**src/rtl/vend_if.sv**
```systemverilog
// Vending controller handshake bundle: coin pulses, selects, dispense and change handshakes.
// Latency: none (wires only).
// Backpressure: dispense and change use req/ack; the controller holds a request until it is acked.
//   master: coin front end, buttons, dispenser and hopper (drive inputs, observe outputs)
//   slave : vend_ctrl
interface vend_if #(
  parameter int CREDIT_W = 4
);
  logic                coin_5;
  logic                coin_10;
  logic                sel_a;
  logic                sel_b;
  logic                cancel;
  logic                disp_ack;
  logic                chg_ack;
  logic                disp_req;
  logic                disp_sel;
  logic                chg_req;
  logic                coin_reject;
  logic [CREDIT_W-1:0] credit;
  logic                busy;

  modport master (
    output coin_5, coin_10, sel_a, sel_b, cancel, disp_ack, chg_ack,
    input  disp_req, disp_sel, chg_req, coin_reject, credit, busy
  );

  modport slave (
    input  coin_5, coin_10, sel_a, sel_b, cancel, disp_ack, chg_ack,
    output disp_req, disp_sel, chg_req, coin_reject, credit, busy
  );
endinterface

```
**src/rtl/vend_ctrl.sv**
```systemverilog
// Vending sequencer: credit accumulation, two-price selection, dispense handshake, change return.
// Latency: every output is registered, 1 cycle after the input that causes it.
// Backpressure: disp_req / chg_req are held until acked; coins arriving while busy are rejected.
//   clk, rst_n : clock and asynchronous active-low reset
//   bus        : vend_if.slave (coins, selects, cancel, acks in; requests, reject, credit, busy out)
module vend_ctrl #(
  parameter int CREDIT_W   = 4,
  parameter int PRICE_A    = 3,
  parameter int PRICE_B    = 4,
  parameter int MAX_CREDIT = 8,
  parameter int TIMEOUT    = 255
) (
  input  logic clk,
  input  logic rst_n,
  vend_if.slave bus
);

  localparam int CNT_W = $clog2(TIMEOUT + 1);

  typedef enum logic [1:0] {IDLE, CREDIT, VEND, CHANGE} state_t;

  state_t              state;
  logic [CREDIT_W-1:0] credit_q;
  logic [CNT_W-1:0]    cnt;
  logic                disp_req_q;
  logic                disp_sel_q;
  logic                chg_req_q;
  logic                coin_reject_q;
  logic                busy_q;

  // One extra bit so the ceiling compare cannot wrap.
  logic [CREDIT_W:0]   sum5;
  logic [CREDIT_W:0]   sum10;
  logic                fit5;
  logic                fit10;
  logic                acc5;
  logic                acc10;
  logic                coin_rej;
  logic                any_coin;
  logic [CREDIT_W-1:0] coin_sum;
  logic                afford_a;
  logic                afford_b;

  assign sum5     = {1'b0, credit_q} + (CREDIT_W+1)'(1);
  assign sum10    = {1'b0, credit_q} + (CREDIT_W+1)'(2);
  assign fit5     = sum5  <= (CREDIT_W+1)'(MAX_CREDIT);
  assign fit10    = sum10 <= (CREDIT_W+1)'(MAX_CREDIT);
  // coin_10 wins a simultaneous insertion; coin_5 is then refused outright.
  assign acc10    = bus.coin_10 && fit10;
  assign acc5     = bus.coin_5 && !bus.coin_10 && fit5;
  // Both coins refused together still yields one pulse (a single OR).
  assign coin_rej = (bus.coin_10 && !fit10) || (bus.coin_5 && (bus.coin_10 || !fit5));
  assign any_coin = bus.coin_5 || bus.coin_10;
  assign coin_sum = acc10 ? sum10[CREDIT_W-1:0] : sum5[CREDIT_W-1:0];
  assign afford_a = credit_q >= CREDIT_W'(PRICE_A);
  assign afford_b = credit_q >= CREDIT_W'(PRICE_B);

  always_ff @(posedge clk or negedge rst_n) begin
    if (!rst_n) begin
      state         <= IDLE;
      credit_q      <= '0;
      cnt           <= '0;
      disp_req_q    <= 1'b0;
      disp_sel_q    <= 1'b0;
      chg_req_q     <= 1'b0;
      coin_reject_q <= 1'b0;
      busy_q        <= 1'b0;
    end else begin
      coin_reject_q <= 1'b0;
      case (state)
        IDLE: begin
          coin_reject_q <= coin_rej;
          if (acc5 || acc10) begin
            credit_q <= coin_sum;
            cnt      <= '0;
            state    <= CREDIT;
          end
        end

        CREDIT: begin
          if (bus.cancel) begin
            // Leaving CREDIT this cycle, so any coin goes straight back.
            coin_reject_q <= any_coin;
            chg_req_q     <= 1'b1;
            busy_q        <= 1'b1;
            cnt           <= '0;
            state         <= CHANGE;
          end else if (bus.sel_a && afford_a) begin
            // Select is judged on pre-coin credit; the coin is refused.
            coin_reject_q <= any_coin;
            credit_q      <= credit_q - CREDIT_W'(PRICE_A);
            disp_sel_q    <= 1'b0;
            disp_req_q    <= 1'b1;
            busy_q        <= 1'b1;
            cnt           <= '0;
            state         <= VEND;
          end else if (bus.sel_b && afford_b) begin
            coin_reject_q <= any_coin;
            credit_q      <= credit_q - CREDIT_W'(PRICE_B);
            disp_sel_q    <= 1'b1;
            disp_req_q    <= 1'b1;
            busy_q        <= 1'b1;
            cnt           <= '0;
            state         <= VEND;
          end else begin
            coin_reject_q <= coin_rej;
            if (acc5 || acc10) begin
              // An accepted coin restarts the inactivity window, even at TIMEOUT.
              credit_q <= coin_sum;
              cnt      <= '0;
            end else if (cnt == CNT_W'(TIMEOUT)) begin
              chg_req_q <= 1'b1;
              busy_q    <= 1'b1;
              cnt       <= '0;
              state     <= CHANGE;
            end else begin
              cnt <= cnt + CNT_W'(1);
            end
          end
        end

        VEND: begin
          coin_reject_q <= any_coin;
          if (bus.disp_ack) begin
            disp_req_q <= 1'b0;
            if (credit_q != '0) begin
              chg_req_q <= 1'b1;
              state     <= CHANGE;
            end else begin
              busy_q <= 1'b0;
              state  <= IDLE;
            end
          end
        end

        CHANGE: begin
          coin_reject_q <= any_coin;
          if (bus.chg_ack) begin
            credit_q <= credit_q - CREDIT_W'(1);
            if (credit_q == CREDIT_W'(1)) begin
              chg_req_q <= 1'b0;
              busy_q    <= 1'b0;
              state     <= IDLE;
            end
          end
        end

        default: state <= IDLE;
      endcase
    end
  end

  assign bus.disp_req    = disp_req_q;
  assign bus.disp_sel    = disp_sel_q;
  assign bus.chg_req     = chg_req_q;
  assign bus.coin_reject = coin_reject_q;
  assign bus.credit      = credit_q;
  assign bus.busy        = busy_q;

endmodule

```
**src/flat_wrapper.sv**
```systemverilog
// flat-port wrapper written by rule: the top's interface ports become plain ports
module vend_ctrl_flat 
#(
  parameter int CREDIT_W   = 4,
  parameter int PRICE_A    = 3,
  parameter int PRICE_B    = 4,
  parameter int MAX_CREDIT = 8,
  parameter int TIMEOUT    = 255
)
  (clk, rst_n, bus_coin_5, bus_coin_10, bus_sel_a, bus_sel_b, bus_cancel, bus_disp_ack, bus_chg_ack, bus_disp_req, bus_disp_sel, bus_chg_req, bus_coin_reject, bus_credit, bus_busy);
  vend_if #(.CREDIT_W(CREDIT_W)) bus_i ();
  input  logic clk;
  input  logic rst_n;
  input wire logic [$bits(bus_i.coin_5)-1:0] bus_coin_5;
  input wire logic [$bits(bus_i.coin_10)-1:0] bus_coin_10;
  input wire logic [$bits(bus_i.sel_a)-1:0] bus_sel_a;
  input wire logic [$bits(bus_i.sel_b)-1:0] bus_sel_b;
  input wire logic [$bits(bus_i.cancel)-1:0] bus_cancel;
  input wire logic [$bits(bus_i.disp_ack)-1:0] bus_disp_ack;
  input wire logic [$bits(bus_i.chg_ack)-1:0] bus_chg_ack;
  output wire logic [$bits(bus_i.disp_req)-1:0] bus_disp_req;
  output wire logic [$bits(bus_i.disp_sel)-1:0] bus_disp_sel;
  output wire logic [$bits(bus_i.chg_req)-1:0] bus_chg_req;
  output wire logic [$bits(bus_i.coin_reject)-1:0] bus_coin_reject;
  output wire logic [$bits(bus_i.credit)-1:0] bus_credit;
  output wire logic [$bits(bus_i.busy)-1:0] bus_busy;
  assign bus_i.coin_5 = bus_coin_5;
  assign bus_i.coin_10 = bus_coin_10;
  assign bus_i.sel_a = bus_sel_a;
  assign bus_i.sel_b = bus_sel_b;
  assign bus_i.cancel = bus_cancel;
  assign bus_i.disp_ack = bus_disp_ack;
  assign bus_i.chg_ack = bus_chg_ack;
  assign bus_disp_req = bus_i.disp_req;
  assign bus_disp_sel = bus_i.disp_sel;
  assign bus_chg_req = bus_i.chg_req;
  assign bus_coin_reject = bus_i.coin_reject;
  assign bus_credit = bus_i.credit;
  assign bus_busy = bus_i.busy;
  vend_ctrl #(.CREDIT_W(CREDIT_W), .PRICE_A(PRICE_A), .PRICE_B(PRICE_B), .MAX_CREDIT(MAX_CREDIT), .TIMEOUT(TIMEOUT)) u_core (.clk(clk), .rst_n(rst_n), .bus(bus_i));
endmodule
```
**config.mk**
```make
export PLATFORM = sky130hd
export DESIGN_NAME = vend_ctrl_flat
export DESIGN_NICKNAME = d
export VERILOG_FILES = /design/src/rtl/vend_if.sv /design/src/rtl/vend_ctrl.sv /design/src/flat_wrapper.sv
export SDC_FILE = /design/constraint.sdc
export NUM_CORES = 1
export LEC_CHECK = 0
export BUFFER_PORTS_ARGS = -buffer_cell sky130_fd_sc_hd__clkbuf_2
export CORE_ASPECT_RATIO = 1.5
export CORE_UTILIZATION = 45
export DETAILED_ROUTE_END_ITERATION = 7
export PLACE_DENSITY = 0.66
export SYNTH_ARGS = -nofsm -noshare
export SYNTH_HDL_FRONTEND = slang
export SYNTH_SLANG_ARGS = --single-unit
export TNS_END_PERCENT = 30
```
**constraint.sdc**
```tcl
create_clock -name clk -period 2.2 [get_ports clk]
set_input_delay 0.33 -clock clk [delete_from_list [all_inputs] [get_ports clk]]
set_output_delay 0.33 -clock clk [all_outputs]
set_load 0.05 [all_outputs]
```
# Word-level counts from Yosys, hierarchy flattened
# Cells that the tools add are included.
# classes
n_addsub	6
order_cmp	4
eq_ne	19
n_mux	51
n_bitwise	1
n_reduce_logical	29
# op_table
op	n
8-bit 2-to-1 mux	6
4-bit 2-to-1 mux	6
1-bit 2-to-1 mux	22
2-bit 2-to-1 mux	10
8-bit one-hot mux with 2 select lines	1
4-bit one-hot mux with 3 select lines	1
5-bit by 4-bit <= comparator with 1-bit output (second input constant)	2
3-bit != test (second input constant)	3
1-bit one-hot mux with 3 select lines	3
9-bit AND reduction	1
8-bit by 1-bit adder with 8-bit output (second input constant)	1
8-bit == test (second input constant)	1
2-bit != test (second input constant)	4
2-bit one-hot mux with 4 select lines	1
1-bit logical AND	7
7-bit AND reduction	1
2-bit by 1-bit != test with 1-bit output (second input constant)	3
3-bit AND reduction	2
6-bit AND reduction	1
2-bit nonzero test	3
3-bit nonzero test	2
4-bit by 1-bit adder with 5-bit output (second input constant)	1
4-bit by 2-bit adder with 5-bit output (second input constant)	1
5-bit by 2-bit != test with 1-bit output (second input constant)	1
other kinds (20)	26
# word_totals
ff_bits	19
out_inout_bits	9

# Depth between registers and ports, before layout
# Gate-level depths: netlist (run 1).
# logic_depth
word_depth	10
mapped_depth	10
ltp_nobuf	8

# Worst setup path before layout (run 1)
# Ideal clock, no wire load.
# synth_timing
path_type	register -> register
from	register u_core.credit_q[1] (netlist: u_core.bus.credit[1])
to	register u_core.cnt[7]
setup_ns	0.087
arrival_time_ns	2.773
required_time_ns	2.113
setup_slack_ns	-0.660
stages_incl_launch_ff	9
period_less_slack_ns	2.860
path_cell_list	dfrtp_1 > inv_1 > ha_1 > nand2b_1 > a221o_1 > o211ai_1 > o21ai_2 > or4_1 > o211ai_1
# synth_between
elab_chain_len	9
word_cells_on_any_way	18
classes_between	add/sub (2); order compare (4); eq/ne (1); mux (5); reduce/logical (6)
# synth_lines
element	line	source
from (decl)	vend_ctrl.sv:23	logic [CREDIT_W-1:0] credit_q;
from (signal assigned)	vend_ctrl.sv:74	credit_q <= coin_sum;
from (signal assigned)	vend_ctrl.sv:91	credit_q <= credit_q - CREDIT_W'(PRICE_A);
from (signal assigned)	vend_ctrl.sv:99	credit_q <= credit_q - CREDIT_W'(PRICE_B);
4-bit by 1-bit adder with 5-bit output or 4-bit by 2-bit adder with 5-bit output (tied branches)	vend_ctrl.sv:44, vend_ctrl.sv:45	
5-bit by 4-bit <= comparator with 1-bit output, on equally long branches	vend_ctrl.sv:46, vend_ctrl.sv:47	
1-bit logical AND, on equally long branches	vend_ctrl.sv:50, vend_ctrl.sv:49	
1-bit logical OR	vend_ctrl.sv:73, vend_ctrl.sv:107	
8-bit 2-to-1 mux	vend_ctrl.sv:107	if (acc5 || acc10) begin
8-bit 2-to-1 mux	vend_ctrl.sv:97	end else if (bus.sel_b && afford_b) begin
8-bit 2-to-1 mux	vend_ctrl.sv:88	end else if (bus.sel_a && afford_a) begin
8-bit 2-to-1 mux	vend_ctrl.sv:81	if (bus.cancel) begin
8-bit one-hot mux with 2 select lines	vend_ctrl.sv:70	case (state)
to (signal assigned)	vend_ctrl.sv:117	cnt <= cnt + CNT_W'(1);
to (decl)	vend_ctrl.sv:24	logic [CNT_W-1:0] cnt;
# Several ways; a longest one is shown, not always the timed one.
# A chain may end at the register's enable or synchronous reset.

# Worst setup path after layout (run 1)
# layout_timing
from	register u_core.credit_q[1] (netlist: u_core.bus.credit[1])
to	register u_core.state[1]
# layout_between
elab_chain_len	6
word_cells_on_any_way	24
classes_between	add/sub (2); order compare (4); eq/ne (5); mux (6); reduce/logical (7)
# layout_lines
element	line	source
4-bit by 1-bit adder with 5-bit output, or another cell as far along	vend_ctrl.sv:44	assign sum5 = {1'b0, credit_q} + (CREDIT_W+1)'(1);
5-bit by 4-bit <= comparator with 1-bit output, or another cell as far along	vend_ctrl.sv:46	assign fit5 = sum5 <= (CREDIT_W+1)'(MAX_CREDIT);
1-bit logical AND, or another cell as far along	vend_ctrl.sv:50	assign acc5 = bus.coin_5 && !bus.coin_10 && fit5;
1-bit logical OR or 2-bit 2-to-1 mux (tied branches)	vend_ctrl.sv:73, vend_ctrl.sv:107, vend_ctrl.sv:88	
5-bit != test (no source line), or another cell as far along	--	
6-bit AND reduction (no source line) or 2-bit one-hot mux with 4 select lines (tied branches)	--	
to (signal assigned)	vend_ctrl.sv:76	state <= CREDIT;
to (signal assigned)	vend_ctrl.sv:104	state <= VEND;
to (signal assigned)	vend_ctrl.sv:115	state <= CHANGE;
to (decl)	vend_ctrl.sv:22	state_t state;
# Several ways; a longest one is shown, not always the timed one. The select of a mux whose other input is x is not followed.

==> out/metrics.cfg, run 1 <==
[power_and_ir_drop]
p_switching_mw = 1.89
power.total_mw = 3.79
seqPwrFrac_pct = 16.9
ir_drop_v = 0.000964
switching_share_pct = 49.9
p_leak_nw = 1.06
combPwrFrac_pct = 76.0
p_per_area_mw_per_mm2 = 1610
p_int_mw = 1.90
clockPowerShare_pct = 7.1

[cts]
htreeDepth = 1
numCtsBuffers = 3
cts_tree = done
clock-root-buffer = clkbuf_8
clk_pin_slew_worst_paths_ns = 0.09
clock_path_buffers = 2
numClockSinks = 19
clk_latency_ns = 0.27

[sta]
slew_headroom_pct = 64.9
rsz0062_at_grt = true
setup_viol = 5
min_period_ns = 2.27
fmax_ghz = 0.440
maxSlewViolCount = 0
finalHoldViolations = 0
tightest_slew_ns = 0.526
clock_skew_ns = 0.00747
hold_slack_ns = 0.0155
period_share_pct = 103
finalWorstSetupSlack_ns = -0.0713

[place]
placedCellCount = 302
place_congestion = 0.824
placed_area_mm2 = 0.00220
portBuffers = 17
hpwlAfterDp_um = 3720

[setup_path]
start_kind = register
cp-startpoint = u_core.bus.credit[1]
path_class = reg2reg
r2r_cells = 9
crit_fanout = 5
cp-end-kind = register
crit_arrival_ns = 2.46
required_ns = 2.38
r2r-end = u_core.state[1]
rrSetupSlack_ns = -0.07
rr_startpoint = u_core.bus.credit[1]

[floorplan]
initial_utilization_pct = 47.4
coreArea_mm2 = 0.00368
die_y_um = 78.3
io-pin-count = 18
die_area_mm2 = 0.00413
rows = 27
die_w_um = 52.8

[detailed_routing]
vias = 1806
drt_iter0_markers = 35
wl_per_cell_um = 15.6
ant_nets = 0
drc_errors = 0
vias_per_cell = 5.79
first_pass_iters = 4
routed_wl_um = 4870

[final_layout]
nFillCells = 329
antenna_cells = 0
area.growth.synth_to_final_pct = 35.4
register_area_um2 = 485
nets = 297
multi_input_area_mm2 = 0.00127
drive_gt1_share_pct = 36.1
final_area_mm2 = 0.00236
fin_cells = 312

[flow_run]
maxCapViolations = 0

[logic_synthesis]
syn-num-nets = 238
synth_area_mm2 = 0.00174
ys_ff_latch = 19
synth_largest_area_cell = dfrtp_1
ys_warn_count = 0
syn_area_per_cell_um2 = 8.27
synth_ff_type = dfrtp_1
synth_cell_type_count = 53
synth-seq-area-share_pct = 27.3
synthArstFlopShare_pct = 100
netlist_instances = 211
synth_edf_count = 0
synth_area_leaders = dfrtp_1 (27%), ha_1 (13%), nand2_1 (5.4%)
synth.top_cell.area_share_pct = 27.3

[global_route]
grt_max_degree = 20
grt_pass1_vias = 1698
grt_remaining_overflow = 0
grt_util_all_layers_pct = 25.2
antenna_found_initial = 0
grt_pass1_wl_um = 7780

[run_status]
run_status = finished with violations
violations = negative setup slack

[min_path]
hold_path_class = in2async

==> Yosys cell counts (all sizes together), types with 2 or more instances <==
library cell / instances
nand2: 25
dfrtp: 19
ha: 18
o21ai: 18
inv: 17
a21oi: 12
nand3: 10
nor2: 10
o31ai: 7
a31oi: 5
clkbuf: 5
nand2b: 4
nor3: 4
a221oi: 3
a32oi: 3
buf: 3
nand3b: 3
o211ai: 3
or2: 3
a21o: 2
a221o: 2
a22oi: 2
a2bb2oi: 2
a311oi: 2
a32o: 2
a41oi: 2
mux2i: 2
nor2b: 2
o21a: 2
o22ai: 2
==> power groups by stage <==
stage / Combinational (mW) / Sequential (mW) / Clock [mW]
after floorplan: 1.46 / 0.890 / 0
after global placement: 2.66 / 0.633 / 0
after detailed placement: 2.68 / 0.635 / 0
after CTS: 2.78 / 0.632 / 0.268
after global routing: 3.13 / 0.655 / 0.281
final: 2.88 / 0.639 / 0.271
==> worst max-delay path, cell delays in order, from the launching register on <==
cell      delay, ns
dfrtp_4        0.53
buf_12         0.14
ha_4           0.16
nand2b_4       0.14
a311o_1        0.32
a211o_1        0.31
a21oi_2        0.15
buf_4          0.15
a31oi_2        0.08
a41oi_1        0.17
==> registers in the layout (all words and copies together) (netlist names) <==
register,flops
u_core.cnt,8
u_core.bus.credit,4
u_core.state,2
u_core.bus.busy,1
u_core.bus.chg_req,1
u_core.bus.coin_reject,1
u_core.bus.disp_req,1
u_core.bus.disp_sel,1
==> per-layer routing <==
metal  share of wire [%]  vias to the layer above  global-route usage (%)  wire (um)
met4                 2.6                        0                    10.5        129
met5                   0                        -                       0          0
met2                  54                       37                    44.7       2620
met1                  42                      854                    29.9       2030
li1                    -                      903                       -          -
met3                 2.0                       12                    1.94         96
==> cells by family after synthesis <==
logic type,synth area share [%]
AO/OA/AOI/OAI,32.0
XOR/XNOR,1.00
adder cells (fa/ha/maj),12.9
buffers and inverters,6.24
flip-flops,27.3
multiplexers,2.01
AND/OR/NAND/NOR,18.6
==> cells in the final DEF (no fill, tap or decap), types with 4 or more instances in the layout <==
master	n
dfrtp_1	15
nand3_1	10
o21ai_0	15
buf_4	44
nand2_1	24
nor3_1	4
a31oi_1	4
ha_1	15
clkbuf_2	17
inv_1	15
nor2_1	9
o31ai_1	6
a21oi_1	9
==> through the flow <==
| stage | utilization, % | setup slack [ns] | TNS [ns] |
|---|---|---|---|
| CTS | 62.8 | -0.0741 | -0.377 |
| global placement | 59.8 | -0.139 | -0.159 |
| detailed placement | 59.8 | -0.128 | -0.224 |
| finish | 64.2 | -0.0713 | -0.248 |
| global route | 64.2 | -0.182 | -1.04 |
| floorplan | - | -0.184 | -0.925 |
==> worst max-delay path by stage <==
stage                     cells past startpoint                   end  slack [ns]
after floorplan                               8       u_core.bus.busy       -0.18
after global placement                        8  u_core.bus.credit[3]       -0.14
after detailed placement                      8  u_core.bus.credit[3]       -0.13
after CTS                                     8         u_core.cnt[2]       -0.07
after global routing                          9       u_core.state[1]       -0.18
final                                         9       u_core.state[1]       -0.07
==> timing repair <==
item	in CTS	in global routing
hold buffers	0	0
gates resized for setup	5	7
endpoints found under the setup margin	7	15
setup buffers	3	3
pin swaps	6	1
==> layout make-up <==
| class | instances | area share, % |
|---|---|---|
| clock buffers | 3 | 1.75 |
| clock inverters | 1 | 0.212 |
| inverters | 17 | 2.91 |
| multi-input cells | 167 | 53.9 |
| flip-flops and latches | 19 | 20.6 |
| well taps | 43 | 2.28 |
| repair buffers | 62 | 18.4 |
(Power assumes the default switching activity.)
==> inputs of run 2 (changes only) <==
Settings changed: ABC_AREA set to 1, SKIP_LAST_GASP set to 1.
==> out/metrics.cfg, run 2 <==
[run_status]
run_status = complete, no violations

[detailed_routing]
drt_iter0_markers = 50
ant_nets = 0
first_pass_iters = 4
vias = 1654
routed_wl_um = 4200
drc_errors = 0
vias_per_cell = 5.17
wl_per_cell_um = 13.1

[place]
placed_area_mm2 = 0.00194
portBuffers = 17
hpwlAfterDp_um = 3310
pre_cts_slack_ns = 0.101
place_congestion = 0.921

[logic_synthesis]
yosysMostFrequentCell = nand2_1
synth-seq-area-share_pct = 27.0
syn_area_per_cell_um2 = 7.15
synth_cell_type_count = 33
ys_ff_latch = 19
ys_top_cells_by_count = nand2_1 (62), inv_1 (40), dfrtp_1 (19)
syn-num-nets = 273
synth_area_mm2 = 0.00176
netlist_instances = 246
synth_ff_type = dfrtp_1
synth_area_leaders = dfrtp_1 (27%), nand2_1 (13%), ha_1 (13%)
synthArstFlopShare_pct = 100
ys_warn_count = 0
synth_largest_area_cell = dfrtp_1
synth_edf_count = 0
synth.top_cell.area_share_pct = 27.0

[sta]
fmax_ghz = 0.485
tightest_slew_ns = 0.489
min_period_ns = 2.06
finalWorstSetupSlack_ns = 0.136
finalHoldViolations = 0
setup_viol = 0
rsz0062_at_grt = true
period_share_pct = 93.8
slew_headroom_pct = 67.4
clock_skew_ns = 0.00103
maxSlewViolCount = 0

[cts]
clock_path_buffers = 2
cts_tree = done
cts-resized-gates = 0
numCtsBuffers = 3
htreeDepth = 1
numClockSinks = 19
clock-root-buffer = clkbuf_8
clk_latency_ns = 0.26
clk_pin_slew_worst_paths_ns = 0.07

[final_layout]
register_area_um2 = 478
nets = 305
layout_common_cells = nand2_1 (62), inv_1 (40), nor2_1 (18), ha_1 (18)
largest_register = u_core.cnt
nFillCells = 378
layout_commonest_cell = nand2_1
drive_gt1_share_pct = 21.3
area.growth.synth_to_final_pct = 15.2
antenna_cells = 0
final_area_mm2 = 0.00202
multi_input_area_mm2 = 0.00111
largest_reg_flops = 8

[global_route]
grt_pass1_vias = 1609
grt_util_all_layers_pct = 23.1
grt_remaining_overflow = 0
grt_max_degree = 20
antenna_found_initial = 0
grt_pass1_wl_um = 7120

[setup_path]
crit_arrival_ns = 2.26
cp-end-kind = register
path_class = reg2reg
crit_fanout = 10
start_kind = register
cp_slowest_cell = dfrtp_2
required_ns = 2.39
crit_chain = inv_1, ha_1, inv_1, nand2_1, nand3_2, nand3_2, nand2_8, nand2_4, o21ai_4, buf_4, nor2_2, a21oi_2
max_stage_delay_ns = 0.45

[min_path]
hold_path_class = in2async

[flow_run]
maxCapViolations = 0

[floorplan]
die_area_mm2 = 0.00417
coreArea_mm2 = 0.00372
io-pin-count = 18
rows = 27
die_y_um = 78.6
initial_utilization_pct = 47.3
die_w_um = 53.0

[power_and_ir_drop]
ir_drop_v = 0.00108
p_leak_nw = 1.09
p_per_area_mw_per_mm2 = 1590

-- run 2: changes by cell type after synthesis, moves of 4 or more --
cell / previous run / this run
o31ai_1: 7 / 1
a31oi_1: 5 / 0
nand2b_1: 4 / 0
inv_1: 17 / 40
clkbuf_1: 5 / 0
nand3_1: 10 / 15
nand2_1: 25 / 62
nor2_2: 0 / 5
nor2_1: 10 / 18
-- run 2: metrics by stage --
stage               power (mW)  std cells  setup TNS [ns]  hold slack, ns  util [%]
floorplan                 2.35        246               0          0.0344         -
global placement          2.84        312               0           0.314      52.1
detailed placement        2.85        312               0           0.319      52.1
CTS                       3.10        316               0          0.0368      53.3
global route              3.54        320         -0.0898          0.0567      54.5
finish                    3.22        320               0          0.0190      54.5
-- run 2: cell families after synthesis --
group	after synthesis	share of synthesized area, %
buffers and inverters	43	9.82
AO/OA/AOI/OAI	45	16.3
AND/OR/NAND/NOR	119	33.0
adder cells (fa/ha/maj)	18	12.8
flip-flops	19	27.0
XOR/XNOR	2	0.997
-- run 2: repair_timing --
action                                 in CTS  in global routing
endpoints found under the hold margin       0                  0
setup endpoints to repair                   0                  6
hold buffers                                0                  0
buffers inserted                            0                  4
-- run 2: metal layers --
| metal | wire length (um) | vias to the layer above | global-route usage [%] |
|---|---|---|---|
| met2 | 2200 | 44 | 40.8 |
| met1 | 1720 | 737 | 25.7 |
| met5 | 0 | - | 0 |
| li1 | - | 861 | - |
| met4 | 166 | 0 | 12.9 |
| met3 | 120 | 12 | 2.13 |
-- run 2: final cells by class --
cell class	instances	share of cell area [%]
Multi-Input combinational cell	184	54.8
Sequential cell	19	23.6
Timing Repair Buffer	28	8.90
Inverter	42	7.79
Tap cell	43	2.66
Clock buffer	4	2.22
-- run 2: path summary, 6_finish.rpt --
path	startpoint	to	slack, ns	cells after the start
setup / recovery	u_core.bus.credit[1]	u_core.cnt[2]	0.14	12
hold / removal	rst_n	u_core.cnt[2]	0.02	1
setup reg to reg	u_core.bus.credit[1]	u_core.cnt[2]	0.14	12
hold reg to reg	u_core.bus.chg_req	u_core.bus.chg_req	0.50	2
max in group asynchronous	rst_n	u_core.bus.credit[2]	1.82	1
min in group clk	bus_cancel	u_core.bus.disp_sel	0.35	2
-- run 2: power by group --
| group | internal [mW] | leakage [nW] | switching (mW) |
|---|---|---|---|
| Combinational | 0.825 | 0.826 | 1.51 |
| Clock | 0.129 | 0.0228 | 0.122 |
| Sequential | 0.489 | 0.236 | 0.145 |
| Total | 1.44 | 1.09 | 1.78 |
-- run 2: critical path, delay by kind of cell (launching register included) --
kind	cells	cell delay, ns
compound gates	2	0.24
fa+ha+maj	1	0.33
buf+inv	3	0.39
flops	1	0.45
simple gates	6	0.59
==> inputs of run 3 (changes only) <==
Settings changed: CORE_ASPECT_RATIO 1.5 to 1.75.
==> out/metrics.cfg, run 3 (same netlist as run 2, synthesis figures left out) <==
[cts]
clk_pin_slew_worst_paths_ns = 0.08
clk_latency_ns = 0.27
cts_hold_buf = 0
numCtsBuffers = 3
cts_tree = done
numClockSinks = 19
htreeDepth = 1
clock-root-buffer = clkbuf_8
clock_path_buffers = 2

[final_layout]
final_area_mm2 = 0.00206
drive_gt1_share_pct = 23.1
area.growth.synth_to_final_pct = 17.2
layout_common_cells = nand2_1 (62), inv_1 (40), nor2_1 (18)
nFillCells = 372
nets = 309
register_area_um2 = 478
largest_register = u_core.cnt
layout_commonest_cell = nand2_1
largest_reg_flops = 8
antenna_cells = 0
multi_input_area_mm2 = 0.00112

[place]
hpwlAfterDp_um = 3430
place_congestion = 0.920
pre_cts_slack_ns = 0.0390
placed_area_mm2 = 0.00195
portBuffers = 17

[power_and_ir_drop]
power.total_mw = 3.29
p_leak_nw = 1.10
clockPowerShare_pct = 8.0
ir_drop_v = 0.00100
p_switching_mw = 1.82
p_per_area_mw_per_mm2 = 1600
seqPwrFrac_pct = 19.5
switching_share_pct = 55.4
p_int_mw = 1.47
combPwrFrac_pct = 72.5

[min_path]
hold_path_class = in2async

[setup_path]
crit_arrival_ns = 2.23
cp_num_buf_inv = 2
crit_chain = inv_2, ha_1, inv_1, nand2_1, nand3_2, nand3_4, nand2_1, nand2_1, nand2_1, nand3_1, nand2_1, nand2_1, a21oi_2
cp.depth = 13
r2r_cells = 13
cp_slowest_cell = dfrtp_2
crit_fanout = 10
max_stage_delay_ns = 0.49
path_class = reg2reg
crit_top_cell = nand2_1
required_ns = 2.38
cp-end-kind = register
start_kind = register
path_delay_family = simple AND/OR/NAND/NOR gates

[detailed_routing]
routed_wl_um = 4390
drc_errors = 0
first_pass_iters = 4
wl_per_cell_um = 13.4
vias_per_cell = 5.11
vias = 1670
drt_iter0_markers = 72
ant_nets = 0

[sta]
maxSlewViolCount = 0
rsz0062_at_grt = true
setup_viol = 0
setup_tns_ns = 0
min_period_ns = 2.05
slew_headroom_pct = 65.4
tightest_slew_ns = 0.519
clock_skew_ns = 0.00257
finalHoldViolations = 0
finalWorstSetupSlack_ns = 0.150
fmax_ghz = 0.488
period_share_pct = 93.2

[floorplan]
die_y_um = 84.7
io-pin-count = 18
die_area_mm2 = 0.00417
initial_utilization_pct = 48.0
rows = 29
die_w_um = 49.2
coreArea_mm2 = 0.00366

[global_route]
antenna_found_initial = 0
grt_pass1_wl_um = 7220
grt_pass1_vias = 1555
grt_util_all_layers_pct = 23.1
grt_remaining_overflow = 0
grt_max_degree = 20

[flow_run]
maxCapViolations = 0

[run_status]
run_status = complete, no violations

[run 3: cell types whose count changed in the layout (fill, tap and decap cells not counted), sizes merged]
cell / before / now
buf: 11 / 15
[run 3: per-layer routing]
metal | vias to the layer above | GRT usage, % | routed length (um)
met4 | 0 | 13.4 | 164
met5 | - | 0 | 0
met2 | 36 | 41.8 | 2390
li1 | 866 | - | -
met3 | 11 | 1.99 | 85
met1 | 757 | 25.3 | 1750
[run 3: worst paths after layout]
check | start | to | slack [ns]
max in group asynchronous | rst_n | u_core.bus.credit[1] | 1.80
worst max register to register | u_core.bus.credit[2] | u_core.bus.credit[3] | 0.15
min in group clk | bus_cancel | u_core.bus.disp_sel | 0.33
worst min-delay path | rst_n | u_core.state[1] | 0.02
worst min register to register | u_core.bus.busy | u_core.bus.busy | 0.49
worst max-delay path | u_core.bus.credit[2] | u_core.bus.credit[3] | 0.15
[run 3: timing repair]
action,in CTS,in global routing
resized for setup,0,3
setup endpoints to repair,0,6
buffers inserted,0,7
[run 3: area by class of cell]
class | count | area share (%)
multi-input combinational | 184 | 54.6
sequential | 19 | 23.2
timing repair buffer | 32 | 9.60
inverter | 42 | 7.65
tap | 46 | 2.79
clock buffer | 4 | 2.19
[run 3: power by group through the flow]
stage	Clock (mW)	Sequential [mW]	Combinational [mW]
finish	0.262	0.642	2.39
global placement	0	0.645	2.24
floorplan	0	0.902	1.44
global route	0.281	0.670	2.66
detailed placement	0	0.651	2.23
CTS	0.266	0.643	2.24
[run 3: per-stage QoR]
| stage | cells | hold WS (ns) | util [%] |
|---|---|---|---|
| final | 327 | 0.0201 | 56.2 |
| after global routing | 327 | 0.0599 | 56.2 |
| after CTS | 320 | 0.0411 | 54.4 |
| after detailed placement | 316 | 0.332 | 53.2 |
| after global placement | 316 | 0.335 | 53.2 |
| after floorplan | 246 | 0.0344 | - |
